==> src/rtl/phase_timer.sv <==
// phase_timer: per-phase green/yellow/all-red lamp timer that hands off to the side-selection FSM
module phase_timer #(
  parameter int GREEN_HIGH = 20,
  parameter int GREEN_LOW  = 10,
  parameter int YELLOW_T   = 3,
  parameter int ALLRED_T   = 1,
  parameter int CNT_W      = 8
) (
  input  logic             Clk,
  input  logic             Reset_n,
  input  logic             En,
  input  logic [1:0]       Side,
  input  logic             T1,
  input  logic             T2,
  input  logic             T3,
  input  logic             T4,
  output logic             Next,
  output logic [3:0]       Green,
  output logic [3:0]       Yellow,
  output logic [3:0]       Red,
  output logic [CNT_W-1:0] Remaining
);
  typedef enum logic [2:0] {LOAD, GREEN, YELLOW, ALLRED, HANDOFF} state_t;
  localparam logic [CNT_W-1:0] GH_C = CNT_W'((GREEN_HIGH == 0) ? 1 : GREEN_HIGH);
  localparam logic [CNT_W-1:0] GL_C = CNT_W'((GREEN_LOW == 0) ? 1 : GREEN_LOW);
  localparam logic [CNT_W-1:0] Y_C  = CNT_W'((YELLOW_T == 0) ? 1 : YELLOW_T);
  localparam logic [CNT_W-1:0] AR_C = CNT_W'(ALLRED_T);
  state_t state_q, state_d;
  logic [CNT_W-1:0] cnt_q, cnt_d;
  logic [3:0] t_all, side_oh;
  logic dens, last;
  assign t_all   = {T4, T3, T2, T1};
  assign dens    = t_all[Side];
  assign side_oh = 4'b0001 << Side;
  assign last    = En && (cnt_q <= CNT_W'(1));
  // state and phase counter, cleared immediately on reset
  always_ff @(posedge Clk or negedge Reset_n) begin
    if (!Reset_n) begin
      state_q <= LOAD;
      cnt_q   <= '0;
    end else begin
      state_q <= state_d;
      cnt_q   <= cnt_d;
    end
  end
  // phase sequencing: the final En tick of a phase loads the next phase's duration
  always_comb begin
    state_d = state_q;
    cnt_d   = cnt_q;
    case (state_q)
      LOAD: begin
        state_d = GREEN;
        cnt_d   = dens ? GH_C : GL_C;
      end
      GREEN: begin
        if (last) begin
          state_d = YELLOW;
          cnt_d   = Y_C;
        end else if (En) cnt_d = cnt_q - CNT_W'(1);
      end
      YELLOW: begin
        if (last) begin
          if (ALLRED_T == 0) state_d = HANDOFF;
          else state_d = ALLRED;
          cnt_d = AR_C;
        end else if (En) cnt_d = cnt_q - CNT_W'(1);
      end
      ALLRED: begin
        if (last) begin
          state_d = HANDOFF;
          cnt_d   = '0;
        end else if (En) cnt_d = cnt_q - CNT_W'(1);
      end
      HANDOFF: begin
        state_d = LOAD;
        cnt_d   = '0;
      end
      default: begin
        state_d = LOAD;
        cnt_d   = '0;
      end
    endcase
  end
  // lamps and handoff decoded from registered state; lamps track Side directly
  always_comb begin
    Green     = (state_q == GREEN) ? side_oh : 4'h0;
    Yellow    = (state_q == YELLOW) ? side_oh : 4'h0;
    Red       = ~(Green | Yellow);
    Next      = (state_q == HANDOFF);
    Remaining = (state_q inside {GREEN, YELLOW, ALLRED}) ? cnt_q : '0;
  end
endmodule

==> config.mk <==
export PLATFORM = sky130hd
export DESIGN_NAME = phase_timer
export DESIGN_NICKNAME = d
export VERILOG_FILES = /design/src/rtl/phase_timer.sv
export SDC_FILE = /design/constraint.sdc
export NUM_CORES = 1
export LEC_CHECK = 0
export ABC_AREA = 1
export CORE_MARGIN = 2
export CORE_UTILIZATION = 44
export DETAILED_ROUTE_END_ITERATION = 8
export GPL_TIMING_DRIVEN = 0
export PLACE_DENSITY = 0.83
export SLEW_MARGIN = 20
export SYNTH_ARGS = -nofsm -noshare
export SYNTH_HDL_FRONTEND = slang
export SYNTH_SLANG_ARGS = --single-unit
==> constraint.sdc <==
create_clock -name Clk -period 1.6 [get_ports Clk]
set_input_delay 0.4 -clock Clk [delete_from_list [all_inputs] [get_ports Clk]]
set_output_delay 0.4 -clock Clk [all_outputs]
set_load 0.05 [all_outputs]
==> metrics.txt <==
vias in the first global route 953; clock-pin transition on the worst setup and hold timing paths 0.07 ns; crit-path cells inv_2 -> nand3b_1 -> buf_6 -> nor2_4 -> nor2_2 -> buf_6; total power 2.924 mW; max-cap violations 0; RR Startpoint cnt_q[0]; dpl hpwl 1.694 mm; Met2 Wirelength 1.285 mm; Worst Setup End Kind output pin; WL met3 237 um; reg2reg path depth 9; WL final around 2.5 mm; share of post-route cells with drive strength above 1 around two fifths; maximum vdd drop 1.082 mV; most frequent cell on the critical path buf_6; I/O Pins 30; Hold Worst Slack ~0.46 ns; drt pass-1 iters 4; area grow syn2layout 66.47%; status finished with violations; Seq/Total Area, Yosys 32.79%; CTS tree done; Setup crit start kind flip-flop; CTS max path bufs 2; GRT overflow 0; Post-DRT Antenna Nets 0; Tcrit/Tclk final 109.6%; RePlAce Congestion 0.8137; Max Fclk 570.1 MHz; Synth Register Bits 11; HP Class input pin to async pin; slew margin rel. 66.44%; clk sink count 11; R2R Setup Slk 0.13 ns; number of buffers created by CTS 3; Site Rows 15; # diodes 0; Worst EP arrival 1.35 ns; Synth Warn # 0; initial antenna violation count 0; core box area between 1500 and 2000 sq um; critical path required time 1.20 ns; Slowest cell on crit path dfrtp_2; Worst Slack Setup Final -0.1541 ns; CP delay by family, top flip-flops; largest net degree at the start of global routing 12; Buffers on Ports 29; GRT Total Usage 24.17%; Tmin final 1.754 ns; Bufs and invs on worst path 3; Cells after Synth around 130; total die area around 2300 sq um; CTS Root Cell clkbuf_4; Setup CP Type flip-flop to output pin; crit path max fanout 6; clock skew slightly above 0.0006 ns; violated checks negative setup slack; slowest stage delay, CP 0.45 ns; reg2reg end cnt_q[0]; via count 1004; DR iter-0 viols 23; Leak 0.7139 nW; final net count 189; routed length per instance between 10 and 15 um; global-route wire length before repair just under 4 mm; Crit path depth 6; final setup vio count 21; syn avg cell area 6.265 sq um; H-Tree Depth 1; Yosys cell types 18; Max Transition Viols Final 0; CTS Hold Bufs 0; PD cells 2092 nW/um^2; Initial Util a little under half; syn nets ~150; Die H 47.68 um; DRC 0; worst skew pair latency 0.27 ns; Slew @ Worst Pin 0.5018 ns; highest routed layer met4; vias per std cell 4.970; met1 wire length 924 um; Chip Width 47.68 um; final hold violations 0; post-synthesis cell area 839.6 sq um; unrepaired setup endpoints after global routing true
through the flow:
stage / utilization (%) / cell area [sq um] / cells / TNS, ns / setup WS [ns]
CTS: 75.11 / 1325 / 198 / -1.887 / -0.1384
global placement: 69.08 / 1219 / 188 / -14.31 / -0.8730
floorplan: - / 897.1 / 134 / -1.241 / -0.2878
global route: 79.22 / 1398 / 202 / -3.229 / -0.2176
finish: 79.22 / 1398 / 202 / -2.033 / -0.1541
detailed placement: 69.08 / 1219 / 188 / -15.35 / -0.8952
flip-flops by register name, indices dropped and copies added (netlist names):
register  cells
cnt_q         8
state_q       3
cell families after synthesis:
logic type	synth area share, %
buffers and inverters	11.03
adder cells (fa/ha/maj)	2.980
AND/OR/NAND/NOR	43.97
XOR/XNOR	3.130
AO/OA/AOI/OAI	6.110
flip-flops	32.79
worst max-delay path by stage:
stage                           from         to
after CTS                 state_q[2]     Red[3]
final                     state_q[2]     Red[3]
after global routing      state_q[2]     Red[1]
after global placement       Side[1]     Red[1]
after floorplan           state_q[2]   Green[0]
after detailed placement     Side[0]  Yellow[3]
power breakdown:
part           switching [mW]  internal [mW]
combinational            1.43          0.761
clock                  0.0938         0.0965
sequential              0.134          0.407
total                    1.66           1.26
layer usage:
layer | up-vias | GRT usage [%]
met5 | - | 0
met2 | 49 | 44.80
li1 | 494 | -
met1 | 455 | 25.35
met3 | 6 | 7.170
met4 | 0 | 9.189
timing repair:
action	4_1_cts	5_1_grt
gates cloned	0	0
endpoints found under the setup margin	21	26
pin swaps	0	2
resized for setup	156	14
buffers inserted	6	4
final cells by class:
| class | count | area [sq um] |
|---|---|---|
| Inverter | 24 | 95.09 |
| Sequential cell | 11 | 279.0 |
| Timing Repair Buffer | 39 | 384.1 |
| Tap cell | 25 | 31.28 |
| Fill cell | 138 | 366.6 |
| Multi-Input combinational cell | 99 | 581.8 |
| Clock buffer | 4 | 26.28 |
layout by cell type (no fill, tap or decap), drive strengths merged, types with 3 or more instances in the layout:
cell type,instances
a21oi,6
buf,31
clkbuf,4
clkdlybuf4s50,5
dfrtp,11
inv,24
nand2,33
nand3,8
nor2,41
xor2,3
cell usage after synthesis:
cell      count  area, sq um
ha_1          2        25.02
inv_1        23        86.33
o21ai_2       1        8.760
dfrtp_1      11        275.3
xor2_1        3        26.28
nand3b_1      1        7.510
o21ai_0       1        5.000
inv_4         1        6.260
nand4_1       1        6.260
nand2_2       1        6.260
a21oi_1       6        30.03
nor2_2        3        18.77
nor2_4        3        33.78
nand2_1      32        120.1
nand3_1       8        40.04
nor2_1       35        131.4
nor3_1        1        5.000
o21bai_1      1        7.510
Note: power is estimated with default switching activity, not from simulation.
